File: config.mk
export PLATFORM = sky130hd
export DESIGN_NAME = state_sequencer
export DESIGN_NICKNAME = d
export VERILOG_FILES = /design/src/rtl/state_sequencer.sv
export SDC_FILE = /design/constraint.sdc
export NUM_CORES = 1
export LEC_CHECK = 0
export BUFFER_PORTS_ARGS = -buffer_cell sky130_fd_sc_hd__buf_2
export CAP_MARGIN = 25
export CORE_AREA = 2 2 39 41
export CTS_BUF_LIST = sky130_fd_sc_hd__clkbuf_2
export DETAILED_ROUTE_END_ITERATION = 10
export DIE_AREA = 0 0 41 43
export PLACE_DENSITY_LB_ADDON = 0.2
export SLEW_MARGIN = 15
export SYNTH_ARGS = -nofsm -noshare
export SYNTH_HDL_FRONTEND = slang
export SYNTH_SLANG_ARGS = --single-unit
File: constraint.sdc
create_clock -name clk -period 1.7 [get_ports clk]
set_input_delay 0.34 -clock clk [delete_from_list [all_inputs] [get_ports clk]]
set_output_delay 0.34 -clock clk [all_outputs]
set_load 0.03 [all_outputs]
File: src/rtl/state_sequencer.sv
// rtl/state_sequencer.sv - control-unit timing-state generator with memory stretch and halt/resume.
// Optional retired-instruction counter enabled by STATE_SEQUENCER_RETIRE_COUNT_EN.
module state_sequencer #(
  parameter int MAX_STATE = 4
) (
  input  logic        clk,
  input  logic        reset,
  input  logic        instruction_end,
  input  logic        mem_read,
  input  logic        mem_write,
  input  logic        mem_ready,
  input  logic        halt_req,
  input  logic        resume,
  output logic [2:0]  state,
  output logic        halted,
  output logic        seq_error,
  output logic [15:0] retired
);

  typedef enum logic {
    MODE_RUN  = 1'b0,
    MODE_HALT = 1'b1
  } mode_e;

  localparam logic [2:0] MAX_Q = 3'(MAX_STATE);

  mode_e      mode_q, mode_d;
  logic [2:0] state_q, state_d;
  logic       err_q, err_d;
  logic       stall;

  // A halted processor never stalls, so stray memory strobes cannot hold off resume.
  assign stall = (mem_read | mem_write) & ~mem_ready & (mode_q == MODE_RUN);

  always_ff @(posedge clk or posedge reset) begin
    if (reset) begin
      mode_q  <= MODE_RUN;
      state_q <= 3'd0;
      err_q   <= 1'b0;
    end else begin
      mode_q  <= mode_d;
      state_q <= state_d;
      err_q   <= err_d;
    end
  end

  always_comb begin
    mode_d  = mode_q;
    state_d = state_q;
    err_d   = err_q;
    if (mode_q == MODE_HALT) begin
      state_d = 3'd0;
      if (resume) begin
        mode_d = MODE_RUN;
      end
    end else if (stall) begin
      state_d = state_q;
    end else if (instruction_end) begin
      state_d = 3'd0;
      if (halt_req) begin
        mode_d = MODE_HALT;
      end
    end else if (state_q == MAX_Q) begin
      state_d = 3'd0;
      err_d   = 1'b1;
    end else begin
      state_d = state_q + 3'd1;
    end
  end

`ifdef STATE_SEQUENCER_RETIRE_COUNT_EN
  logic [15:0] retired_q, retired_d;
  logic        retire;

  assign retire = (mode_q == MODE_RUN) & ~stall & instruction_end;

  always_comb begin
    retired_d = retired_q;
    if (retire) begin
      retired_d = retired_q + 16'd1;
    end
  end

  always_ff @(posedge clk or posedge reset) begin
    if (reset) begin
      retired_q <= 16'h0000;
    end else begin
      retired_q <= retired_d;
    end
  end

  assign retired = retired_q;
`else
  assign retired = 16'h0000;
`endif

  assign state     = state_q;
  assign halted    = (mode_q == MODE_HALT);
  assign seq_error = err_q;

endmodule

# Yosys cells after proc, flatten, opt, wreduce, memory -nomap -nowiden
# Index checks and enable logic that the tools add are counted.
dict set report word_totals {
  register_bits 5
  inputBits 8
  wordCells 23
}
dict set report op_classes {
  n_eq_ne 2
  n_mux 9
  bitwise 7
  reduce_logical 1
  addsub 1
}
# cell n
set ops {}
lappend ops {{$mux 3} 4}
lappend ops {{$mux 1} 5}
lappend ops {{$not 1->1} 4}
lappend ops {{$reduce_and 4->1} 1}
lappend ops {{$add 3x1->3 const B} 1}
lappend ops {{$eq 3x3->1 const B} 1}
lappend ops {{$and 1x1->1} 2}
lappend ops {{$ne 2x2->1 const B} 1}
lappend ops {{$or 1x1->1} 1}

# Logic depth before layout (Yosys ltp)
dict set report depth {
  word_depth 5
  mapped_depth 5
}

# Worst setup path after synthesis
# No wires, ideal clock.
dict set report synth_path {
  path_kind {reg-to-reg}
  from {register state_q[0], in the netlist state[0]}
  to {register state_q[2], in the netlist state[2]}
  period_less_slack_ps 1385
  path_slack_ps 315
  path_stages_with_launch 4
  required_ps 1619
  arrival_time_ps 1303
  path_cell_list {dfrtp_1 > ha_1 > or4b_1 > a21oi_1}
}
dict set report synth_via {
  elab_chain_cells 5
  word_cells_on_any_way 6
  classes_between {add/sub (1); eq/ne (1); mux (4)}
}
# item line
set synth_lines {}
lappend synth_lines {{start: declaration} 28} ;# logic [2:0] state_q, state_d;
lappend synth_lines {{start signal: assignment} 42} ;# state_q <= state_d;
lappend synth_lines {{$add 3x1->3 / $eq 3x3->1 (equally long branches)} {67, 63}}
lappend synth_lines {{$mux 3 *} 63} ;# end else if (state_q == MAX_Q) begin
lappend synth_lines {{$mux 3 *} 58} ;# end else if (instruction_end) begin
lappend synth_lines {{$mux 3 *} 56} ;# end else if (stall) begin
lappend synth_lines {{$mux 3 *} 51} ;# if (mode_q == MODE_HALT) begin
# Every way passes the cells marked *; elsewhere a longest branch is shown, timed or not. The select of a mux whose other input is x is not followed.
# A chain may end at the register's enable or synchronous reset.

# Worst setup path after layout
# Same ends and word-level chain as after synthesis.

==> flow_summary.yaml <==
setup_path:
  reg2regPathDepth: 3
  r2r_setup_slack_ns: 0.45
  crit_fanout: 5
  startpoint_type: "flip-flop"
  cp-end-kind: "flip-flop"
  critPathKind: "flip-flop to flip-flop"
  worst-endpoint-required_ns: 1.85
  cp_data_arrival_time_ns: 1.40
  r2r_start: "state[0]"
  r2r-end: "state[2]"
grt:
  grt-ovfl-total: 0
  grt_pass1_vias: 255
  grt_pass1_wl_um: 986
  track_usage_pct: 9.09
  grt_max_degree: 7
  antenna_found_initial: 0
power_and_ir_drop:
  power_density_nw_per_um2: 838
  power_uw: 368
  ir_worst_vdd_mv: 0.304
  leakage_nw: 0.252
layout:
  final_cells: 77
  nNetsFinal: 72
  utilization_pct: 31.7
  drive_above_1_share_pct: 26.2
  mostFrequentLayoutCells: "conb_1, buf_2, dfrtp_1, inv_1, clkbuf_2"
  final_common_cell: "conb_1"
  areaGrowthSynthToFinish_pct: 11.8
  n_antenna_cell: 0
  stdcell_area_um2: 439
placed_design:
  io_buffer_count: 12
  hpwlAfterDp_um: 528
  dp_slack_ns: 0.335
  postPlaceCellArea_um2: 409
  place_congestion: 0.759
  dp.cells: 72
clock_tree:
  post_cts_resize_count: 0
  cts_tree: "built"
  clkTransAtPathRegs_ns: 0.06
  post_cts_buffers: 0
  insertion_delay_ns: 0.22
  cts_buffers: 3
  htreeDepth: 1
  clockBufferDepth: 2
  cts_sinks: 5
  root_buffer: "clkbuf_2"
logic_synthesis:
  netlist_area_um2: 393
  synth.distinct_cells: 17
  ys_seq_area_share_pct: 31.8
  synth-seq-cells: 5
  yosysWarnings: 0
  syn_inst: 45
  avgSynthCellArea_um2: 8.73
worst_hold_path:
  min_path_cells: 2
  min_from: "resume"
  hp-class: "primary input to flip-flop"
  min_to: "halted"
timing:
  setup_viol: 0
  clock.fmax_ghz: 0.798
  finalWorstSetupSlack_ns: 0.447
  grt_setup_unrepaired: "no"
  layout_min_cycle_time_ns: 1.25
  hold_ws_ns: 0.294
  slew_viol_final: 0
  finClkSkew_ns: 0.00425
  hold_viol: 0
  tns_ns: 0
  fin_crit_sh_pct: 73.7
die:
  die_w_um: 41
  ios: 29
  core_area_um2: 1380
  dieArea_um2: 1760
  die_h_um: 43
  initial_utilization_pct: 28.4
  rows: 14
route:
  num_vias: 301
  routedWlPerCell_um: 8.69
  drc: 0
  drtIter0Drc: 1
  routed_wl_um: 669
  drt_pass1_iterations: 2
  vias_per_cell: 3.91
  antenna_left: 0
run:
  drv_cap: 0
status:
  status: "finished clean"
[critical path, cell delays in order (launching register included)]
cell,delay (ns)
dfrtp_1,0.42
ha_1,0.19
or4b_1,0.44
a21oi_1,0.14
[registers in the layout, indices dropped and copies added, names as in the netlist]
name	flops
seq_error	1
state	3
halted	1
[metal layers]
layer	vias to the layer above	wire [um]	track usage (%)
met5	-	0	0
met4	0	0	10.0
met3	0	68	3.14
met2	20	314	10.6
met1	134	286	11.5
li1	147	-	-
[where the power goes]
group          switching (mW)  total [mW]  internal [mW]
registers              0.0110       0.139          0.128
clock network          0.0510       0.113         0.0623
logic                  0.0885       0.116         0.0275
total                   0.151       0.368          0.217
[cells by family (layout without fill, tap and decap cells)]
kind of cell    after synthesis  after routing  synth area share [%]
other cells                   1             16                 0.954
flops                         5              5                  31.8
simple gates                  9              9                  12.1
compound gates                7              7                  11.8
buf+inv                      20             21                  34.4
mux                           1              1                  2.55
fa+ha+maj                     2              2                  6.37
[what timing repair did]
item	4_1_cts	5_1_grt
endpoints found under the setup margin	0	0
endpoints found under the hold margin	5	0
hold buffers	1	0
[cell usage after synthesis (all sizes together)]
library cell	n	area [um2]
buf	16	120
dfrtp	5	125
inv	4	15.0
a21oi	3	15.0
nand2	3	11.3
ha	2	25.0
nand3	2	10.0
conb	1	3.75
mux2i	1	10.0
nand3b	1	7.51
nor2	1	3.75
nor3	1	5.00
o21ai	1	5.00
o21ba	1	10.0
o21bai	1	7.51
o41ai	1	8.76
or4b	1	10.0
[area by class of cell]
class	instances	area [um2]
fillers	163	945
multi-input cells	35	189
flip-flops and latches	5	125
repair buffers	13	70.1
clock buffers	4	20.0
well taps	16	20.0
inverters	4	15.0
[worst max-delay path by stage]
stage / startpoint / end / cells past startpoint
6_report: state[0] / state[2] / 3
5_1_grt: state[0] / state[2] / 3
4_1_cts: halted / halted / 1
3_5_place_dp: mem_write / state[2] / 4
3_3_place_gp: mem_write / state[2] / 4
2_1_floorplan: state[0] / state[2] / 3
No activity file was read; power rests on OpenSTA's default activity.
